### src/rtl/bcd_pkg.sv
// Shared types and constants for the sequential binary-to-BCD converter.
package bcd_pkg;

   typedef enum logic [1:0] {
      IDLE,
      SHIFT,
      DONE
   } state_e;

   localparam int         BCD_DIGIT_WIDTH      = 4;
   localparam logic [3:0] BCD_ADJUST           = 4'd3;
   localparam logic [3:0] BCD_ADJUST_THRESHOLD = 4'd5;

endpackage

### src/rtl/binary_to_bcd_seq_if.sv
// Request/result bundle between the counter side and the display driver.
interface binary_to_bcd_seq_if #(
   parameter int INPUT_WIDTH = 32,
   parameter int DIGIT_COUNT = 8
);

   logic                       start;
   logic [INPUT_WIDTH-1:0]     value;
   logic [4*DIGIT_COUNT-1:0]   bcd;
   logic [DIGIT_COUNT-1:0]     digit_enable;
   logic                       valid;
   logic                       busy;
   logic                       overflow;

   modport master (
      output start, value,
      input  bcd, digit_enable, valid, busy, overflow
   );

   modport slave (
      input  start, value,
      output bcd, digit_enable, valid, busy, overflow
   );

endinterface

### src/rtl/binary_to_bcd_seq_digit_adjust.sv
// One BCD digit of the add-3 correction; no carry leaves the digit.
module bcd_digit_adjust
   import bcd_pkg::*;
(
   input  logic [BCD_DIGIT_WIDTH-1:0] digit_i,
   output logic [BCD_DIGIT_WIDTH-1:0] digit_o
);

   always_comb begin
      digit_o = digit_i;
      if (digit_i >= BCD_ADJUST_THRESHOLD) begin
         digit_o = digit_i + BCD_ADJUST;
      end
   end

endmodule

### src/rtl/binary_to_bcd_seq.sv
// Double-dabble converter, one input bit per clock, with blanking mask.
module binary_to_bcd_seq
   import bcd_pkg::*;
#(
   parameter int INPUT_WIDTH = 32,
   parameter int DIGIT_COUNT = 8
) (
   input logic                clk,
   input logic                reset,
   binary_to_bcd_seq_if.slave bus
);

   localparam int AW = BCD_DIGIT_WIDTH * DIGIT_COUNT;
   localparam int CW = $clog2(INPUT_WIDTH + 1);
   localparam logic [CW-1:0] LAST = CW'(INPUT_WIDTH - 1);
   localparam logic [AW-1:0] ALL_NINES = {DIGIT_COUNT{4'h9}};

   state_e                 state_q, state_d;
   logic [INPUT_WIDTH-1:0] sr_q, sr_d;
   logic [AW-1:0]          acc_q, acc_d;
   logic [CW-1:0]          cnt_q, cnt_d;
   logic                   sticky_q, sticky_d;
   logic [AW-1:0]          bcd_q, bcd_d;
   logic [DIGIT_COUNT-1:0] den_q, den_d;
   logic                   ovf_q, ovf_d;
   logic                   valid_q, valid_d;
   logic                   busy_q, busy_d;

   logic [AW-1:0]          adj;
   logic                   shout;
   logic [AW-1:0]          bcd_new;
   logic [DIGIT_COUNT-1:0] den_new;
   logic                   seen;
   logic                   load;

   for (genvar g = 0; g < DIGIT_COUNT; g++) begin : g_adj
      bcd_digit_adjust u_adj (
         .digit_i (acc_q[g*BCD_DIGIT_WIDTH +: BCD_DIGIT_WIDTH]),
         .digit_o (adj[g*BCD_DIGIT_WIDTH +: BCD_DIGIT_WIDTH])
      );
   end

   always_comb begin
      state_d  = state_q;
      sr_d     = sr_q;
      acc_d    = acc_q;
      cnt_d    = cnt_q;
      sticky_d = sticky_q;
      valid_d  = 1'b0;
      load     = 1'b0;
      shout    = 1'b0;
      unique case (state_q)
         IDLE: begin
            if (bus.start) begin
               sr_d     = bus.value;
               acc_d    = '0;
               cnt_d    = '0;
               sticky_d = 1'b0;
               state_d  = SHIFT;
            end
         end
         SHIFT: begin
            {shout, acc_d, sr_d} = {adj, sr_q, 1'b0};
            sticky_d = sticky_q | shout;
            cnt_d    = cnt_q + 1'b1;
            if (cnt_q == LAST) begin
               load    = 1'b1;
               valid_d = 1'b1;
               state_d = DONE;
            end
         end
         DONE: state_d = IDLE;
         default: state_d = IDLE;
      endcase
      busy_d = (state_d != IDLE);
   end

   // A digit is lit when it or any more significant digit is nonzero.
   always_comb begin
      bcd_new = sticky_d ? ALL_NINES : acc_d;
      den_new = '0;
      seen    = 1'b0;
      for (int i = DIGIT_COUNT - 1; i >= 0; i--) begin
         seen       = seen | (bcd_new[i*BCD_DIGIT_WIDTH +: BCD_DIGIT_WIDTH] != '0);
         den_new[i] = seen;
      end
      den_new[0] = 1'b1;
      bcd_d = load ? bcd_new  : bcd_q;
      den_d = load ? den_new  : den_q;
      ovf_d = load ? sticky_d : ovf_q;
   end

   always_ff @(posedge clk or posedge reset) begin
      if (reset) begin
         state_q  <= IDLE;
         sr_q     <= '0;
         acc_q    <= '0;
         cnt_q    <= '0;
         sticky_q <= 1'b0;
         bcd_q    <= '0;
         den_q    <= DIGIT_COUNT'(1);
         ovf_q    <= 1'b0;
         valid_q  <= 1'b0;
         busy_q   <= 1'b0;
      end else begin
         state_q  <= state_d;
         sr_q     <= sr_d;
         acc_q    <= acc_d;
         cnt_q    <= cnt_d;
         sticky_q <= sticky_d;
         bcd_q    <= bcd_d;
         den_q    <= den_d;
         ovf_q    <= ovf_d;
         valid_q  <= valid_d;
         busy_q   <= busy_d;
      end
   end

   assign bus.bcd          = bcd_q;
   assign bus.digit_enable = den_q;
   assign bus.overflow     = ovf_q;
   assign bus.valid        = valid_q;
   assign bus.busy         = busy_q;

endmodule

### src/flat_wrapper.sv
// flat-port wrapper written by rule: the top's interface ports become plain ports
module binary_to_bcd_seq_flat import bcd_pkg::*;
#(
   parameter int INPUT_WIDTH = 32,
   parameter int DIGIT_COUNT = 8
)
  (clk, reset, bus_start, bus_value, bus_bcd, bus_digit_enable, bus_valid, bus_busy, bus_overflow);
  binary_to_bcd_seq_if #(.INPUT_WIDTH(INPUT_WIDTH), .DIGIT_COUNT(DIGIT_COUNT)) bus_i ();
  input logic clk;
  input logic reset;
  input wire logic [$bits(bus_i.start)-1:0] bus_start;
  input wire logic [$bits(bus_i.value)-1:0] bus_value;
  output wire logic [$bits(bus_i.bcd)-1:0] bus_bcd;
  output wire logic [$bits(bus_i.digit_enable)-1:0] bus_digit_enable;
  output wire logic [$bits(bus_i.valid)-1:0] bus_valid;
  output wire logic [$bits(bus_i.busy)-1:0] bus_busy;
  output wire logic [$bits(bus_i.overflow)-1:0] bus_overflow;
  assign bus_i.start = bus_start;
  assign bus_i.value = bus_value;
  assign bus_bcd = bus_i.bcd;
  assign bus_digit_enable = bus_i.digit_enable;
  assign bus_valid = bus_i.valid;
  assign bus_busy = bus_i.busy;
  assign bus_overflow = bus_i.overflow;
  binary_to_bcd_seq #(.INPUT_WIDTH(INPUT_WIDTH), .DIGIT_COUNT(DIGIT_COUNT)) u_core (.clk(clk), .reset(reset), .bus(bus_i));
endmodule
### config.mk
export PLATFORM = sky130hd
export DESIGN_NAME = binary_to_bcd_seq_flat
export DESIGN_NICKNAME = d
export VERILOG_FILES = /design/src/rtl/bcd_pkg.sv /design/src/rtl/binary_to_bcd_seq_if.sv /design/src/rtl/binary_to_bcd_seq_digit_adjust.sv /design/src/rtl/binary_to_bcd_seq.sv /design/src/flat_wrapper.sv
export SDC_FILE = /design/constraint.sdc
export NUM_CORES = 1
export LEC_CHECK = 0
export CAP_MARGIN = 20
export CORE_MARGIN = 2
export CORE_UTILIZATION = 30
export DETAILED_ROUTE_END_ITERATION = 6
export SETUP_SLACK_MARGIN = 0.1
export SYNTH_ARGS = -nofsm -noshare
export SYNTH_HDL_FRONTEND = slang
export SYNTH_SLANG_ARGS = --single-unit
### constraint.sdc
create_clock -name clk -period 3.9 [get_ports clk]
set_input_delay 0.975 -clock clk [delete_from_list [all_inputs] [get_ports clk]]
set_output_delay 0.975 -clock clk [all_outputs]
set_load 0.005 [all_outputs]
After elaboration in Yosys (flattened, before gate mapping). Index checks and enable logic that the tools add are counted.

Bits in registers: 115. Input bits: 35. Output and inout port bits: 43.

Bitwise logic cells: 7. $add $sub $neg: 9. Multiplexer cells: 22. Reductions and logical operators: 11. Magnitude comparators: 8. Equality and inequality tests: 3.

Operators with widths (number): 32-bit case mux with 2 select lines (2); 32-bit 2-to-1 mux (3); 4-bit by 2-bit adder with 4-bit output (second input constant) (8); 4-bit by 3-bit >= comparator with 1-bit output (second input constant) (8); 4-bit 2-to-1 mux (8); 4-bit nonzero test (7); 6-bit case mux with 2 select lines (1); 1-bit OR (7); 6-bit by 1-bit adder with 6-bit output (second input constant) (1); 6-bit by 5-bit equality test with 1-bit output (second input constant) (1); 6-bit 2-to-1 mux (1); 2-bit 2-to-1 mux (2); 2-bit case mux with 2 select lines (1); 2-bit nonzero test (2); 1-bit 2-to-1 mux (3); 2-bit by 1-bit equality test with 1-bit output (second input constant) (1); 2-bit zero test (1); 2-bit != test (second input constant) (1); 1-bit case mux with 2 select lines (1); 2-bit AND reduction (1).

Logic depth before layout (Yosys ltp).
Depth after elaboration: 12. Mapped depth: 12.

Cells and area by module. From an unflattened synthesis, not the netlist that was laid out.

Cell total of the unflattened synthesis: 550. Area total of the unflattened synthesis: 5535.3 µm².

By module, submodules not included: binary_to_bcd_seq (seq. area each 2877.8 µm², area an instance 4724.5 µm², times used 1, cells an instance 422); bcd_digit_adjust (seq. area each 0.0 µm², area an instance 101.3 µm², times used 8, cells an instance 16).

Worst setup path after synthesis. Ideal clock, no wire load.

Path kind: input to register. Start point: in bus_start. End point: reg u_core.den_q[4] (netlist: u_core.bus.digit_enable[4]). Path buffers: 1. Library setup time: 134 ps. Arrival time: 2674 ps. Path slack: 1092 ps. Stages on the path: 7. Data required time: 3766 ps. Path through: nor2b_1 > clkbuf_1 > a21oi_1 > or4_1 > or4b_4 > nor3_2 > a21oi_1.

Cells in the longest elaborated chain, start to end: 7. Elaborated cells on any way between the ends: 12. Classes of those cells: mux: 5; bitwise: 3; reduce/logical: 4.

Ends and longest elaborated chain: start, declared (RTL line flat_wrapper.sv:11) `input wire logic [$bits(bus_i.start)-1:0] bus_start;`; 32-bit 2-to-1 mux or 1-bit 2-to-1 mux (tied branches) (RTL line binary_to_bcd_seq.sv:54) `if (bus.start) begin`; 32-bit case mux with 2 select lines or 1-bit case mux with 2 select lines (tied branches) (RTL line binary_to_bcd_seq.sv:52) `unique case (state_q)`; 32-bit 2-to-1 mux (*) (RTL line binary_to_bcd_seq.sv:80) `bcd_new = sticky_d ? ALL_NINES : acc_d;`; 4-bit nonzero test (RTL line binary_to_bcd_seq.sv:84) `seen = seen | (bcd_new[i*BCD_DIGIT_WIDTH +: BCD_DIGIT_WIDTH] != '0);`; 1-bit OR (2 in series) (RTL line binary_to_bcd_seq.sv:84); 1-bit OR (*) (RTL line binary_to_bcd_seq.sv:84); end signal, assigned (RTL line binary_to_bcd_seq.sv:112) `den_q <= den_d;`; end, declared (RTL line binary_to_bcd_seq.sv:24) `logic [DIGIT_COUNT-1:0] den_q, den_d;`.

Mark *: on every way between the ends. The rest lies on a longest branch, timed or not. A chain may end at the register's enable or synchronous reset.

Worst setup path in the final report. Ends and elaborated chain as after synthesis.

==> flow_metrics.env <==
export IMPL_io_buffers=76
export IMPL_synth_area_leader_cell="dfrtp_1"
export IMPL_path_class="in2reg"
export IMPL_combPwrFrac_pct=38.0
export IMPL_synth_area_um2=5500
export IMPL_cts_buffers=17
export IMPL_synth_top_cell_area_share_pct=52.4
export IMPL_drt_wl_total_um=15000
export IMPL_ys_async_sr_fraction_pct=100
export IMPL_grt_usage_pct=16.0
export IMPL_drt_iter0_drc=335
export IMPL_antenna_cells=0
export IMPL_syn_to_final_growth_pct=30.5
export IMPL_synth_enable_flop_cells=0
export IMPL_hpwl_um=10200
export IMPL_yosysWarnings=0
export IMPL_synth_nets=611
export IMPL_cts_setup_buffers=0
export IMPL_p_leak_nw=3.06
export IMPL_ys_flop_type="dfrtp_1"
export IMPL_cts_htree_levels=4
export IMPL_ir_drop_mv=0.362
export IMPL_fin_cells=878
export IMPL_avgSynthCellArea_um2=9.83
export IMPL_synth_seq_area_share_pct=52.4
export IMPL_powerDensity_nw_per_um2=821
export IMPL_whs_ps=462
export IMPL_arrival_ps=3390
export IMPL_p_total_mw=5.89
export IMPL_die_w_um=139
export IMPL_die_area_um2=19400
export IMPL_nets=688
export IMPL_post_dp_cell_area_um2=6540
export IMPL_endpoint_kind="flop"
export IMPL_core_area_um2=18000
export IMPL_grt_pass1_vias=4746
export IMPL_ys_types=58
export IMPL_postCtsHoldBufs=0
export IMPL_clk_pin_slew_ps=60
export IMPL_clkLatencyLatePin_ps=420
export IMPL_crit_path_start_kind="input port"
export IMPL_drv_cap=0
export IMPL_finalCritPeriodShare_pct=79.6
export IMPL_start_util_pct=30.6
export IMPL_multi_input_area_um2=2360
export IMPL_setup_tns_ps=0
export IMPL_pwr_share_seq_pct=34.1
export IMPL_antenna_found_initial=0
export IMPL_worst_slew_pin_slew_ps=584
export IMPL_viasPerCell=5.24
export IMPL_fin_util_pct=39.9
export IMPL_clk_path_buf_depth=2
export IMPL_ys_seq_elements=115
export IMPL_dp_cells=846
export IMPL_post_drt_wl_per_cell_um=17.0
export IMPL_drt_first_pass_iters=5
export IMPL_p_int_mw=3.73
export IMPL_cts_root_buffer="clkbuf_16"
export IMPL_final_antenna_net_count=0
export IMPL_vias=4599
export IMPL_ctsResizeCount=0
export IMPL_switching_share_pct=36.7
export IMPL_finalCriticalPeriod_ps=3100
export IMPL_synth_top_cells_by_area="dfrtp_1 (52%), nand2_1 (5.3%), o21ai_0 (5.2%)"
export IMPL_cp_max_fo=4
export IMPL_overflow=0
export IMPL_design_area_um2=7170
export IMPL_drcViolationCount=0
export IMPL_nFillCells=1747
export IMPL_io_pins=78
export IMPL_clkPwrFrac_pct=27.9
export IMPL_grt_max_degree=46
export IMPL_final_setup_viol_count=0
export IMPL_yosysMostFrequentCell="dfrtp_1"
export IMPL_grt_first_pass_wirelength_um=24700
export IMPL_rsz0062_at_grt="false"
export IMPL_ys_top_cells_by_count="dfrtp_1 (115), nand2_1 (78), o21ai_0 (57), a22oi_1 (36), inv_1 (32)"
export IMPL_drive_above_1_share_pct=8.78
export IMPL_hold_viol_final=0
export IMPL_cts_sinks=115
export IMPL_globalplace_congestion=0.877
export IMPL_cp_required_ps=4180
export IMPL_worstHoldPathType="reg2reg"
export IMPL_max_slew_margin_pct=60.6
export IMPL_regArea_um2=2880
export IMPL_tritoncts="yes"
export IMPL_drv_slew=0
export IMPL_place_ws_ps=379
export IMPL_worst_slack_ps=795
export IMPL_die_h_um=139
export IMPL_status="complete, no violations"
export IMPL_finClkSkew_ps=5.45
export IMPL_clock_fmax_mhz=322
export IMPL_fp_row_count=49
export IMPL_synthCells=559
export IMPL_power_switching_mw=2.16
## power by group through the flow
stage	sequential (mW)	clock, mW	combinational, mW
floorplan	1.92	0	1.52
detailed placement	2.01	0	2.24
global route	2.07	1.73	2.51
finish	2.01	1.64	2.24
CTS	2.00	1.67	2.25
global placement	2.00	0	2.17
## area by class of cell
cell class,count,share of cell area (%)
Sequential cell,115,40.1
Multi-Input combinational cell,378,32.9
Timing Repair Buffer,92,12.5
Clock buffer,21,6.70
Tap cell,229,4.00
Clock inverter,11,2.11
Inverter,32,1.73
## per-layer routing
| metal | global-route usage, % | part of all wire, % | vias to the layer above |
|---|---|---|---|
| met4 | 5.16 | 1.4 | 0 |
| met2 | 25.4 | 48 | 146 |
| met5 | 0 | 0 | - |
| met3 | 5.16 | 6.1 | 22 |
| met1 | 20.9 | 45 | 2270 |
| li1 | - | - | 2161 |
## state kept, by name (all words and copies together) (netlist names)
signal and cells:
u_core.acc_q 32, u_core.bus.bcd 32, u_core.bus.busy 1, u_core.bus.digit_enable 7, u_core.bus.overflow 1, u_core.bus.valid 1, u_core.cnt_q 6, u_core.sr_q 32
u_core.state_q 2, u_core.sticky_q 1
## final timing paths
kind,start,slack [ps],to,cells after the start
max in group asynchronous,reset,2180,u_core.acc_q[20],3
worst max-delay path,bus_start,800,u_core.bus.digit_enable[4],8
min in group asynchronous,reset,910,u_core.sr_q[4],2
worst max register to register,u_core.acc_q[28],930,u_core.bus.digit_enable[4],9
worst min register to register,u_core.bus.bcd[7],460,u_core.bus.bcd[7],2
worst min-delay path,u_core.bus.bcd[7],460,u_core.bus.bcd[7],2
## cell families (layout without fill, tap and decap cells)
family	count (synthesis)	count (layout)	synth area share (%)
other	1	1	0.0682
AO/OA/AOI/OAI	185	185	23.0
XOR/XNOR	7	7	1.12
multiplexers	5	5	0.933
adder cells (fa/ha/maj)	17	17	3.87
flip-flops	115	115	52.4
buffers and inverters	66	156	4.80
AND/OR/NAND/NOR	163	163	13.9
## layout by cell type (no fill, tap or decap), types with 7 or more instances in the layout
cell type          n
a21oi_1           20
a22o_1            16
a22oi_1           36
a31oi_1            7
buf_4             15
clkbuf_16         17
clkdlybuf4s50_1   76
dfrtp_1          115
ha_1              17
inv_1             31
nand2_1           78
nand2b_1          10
nand3_1            9
nor2_1            31
nor3_1             9
o21ai_0           57
o22a_1             7
o22ai_1            8
## critical path: stages
cell,delay [ps]
clkdlybuf4s50_1,570
o21bai_4,100
a221oi_4,340
o21ai_1,100
or4_1,450
or4b_4,560
nor3_2,200
a21oi_1,90
Note: power is estimated with default switching activity, not from simulation.
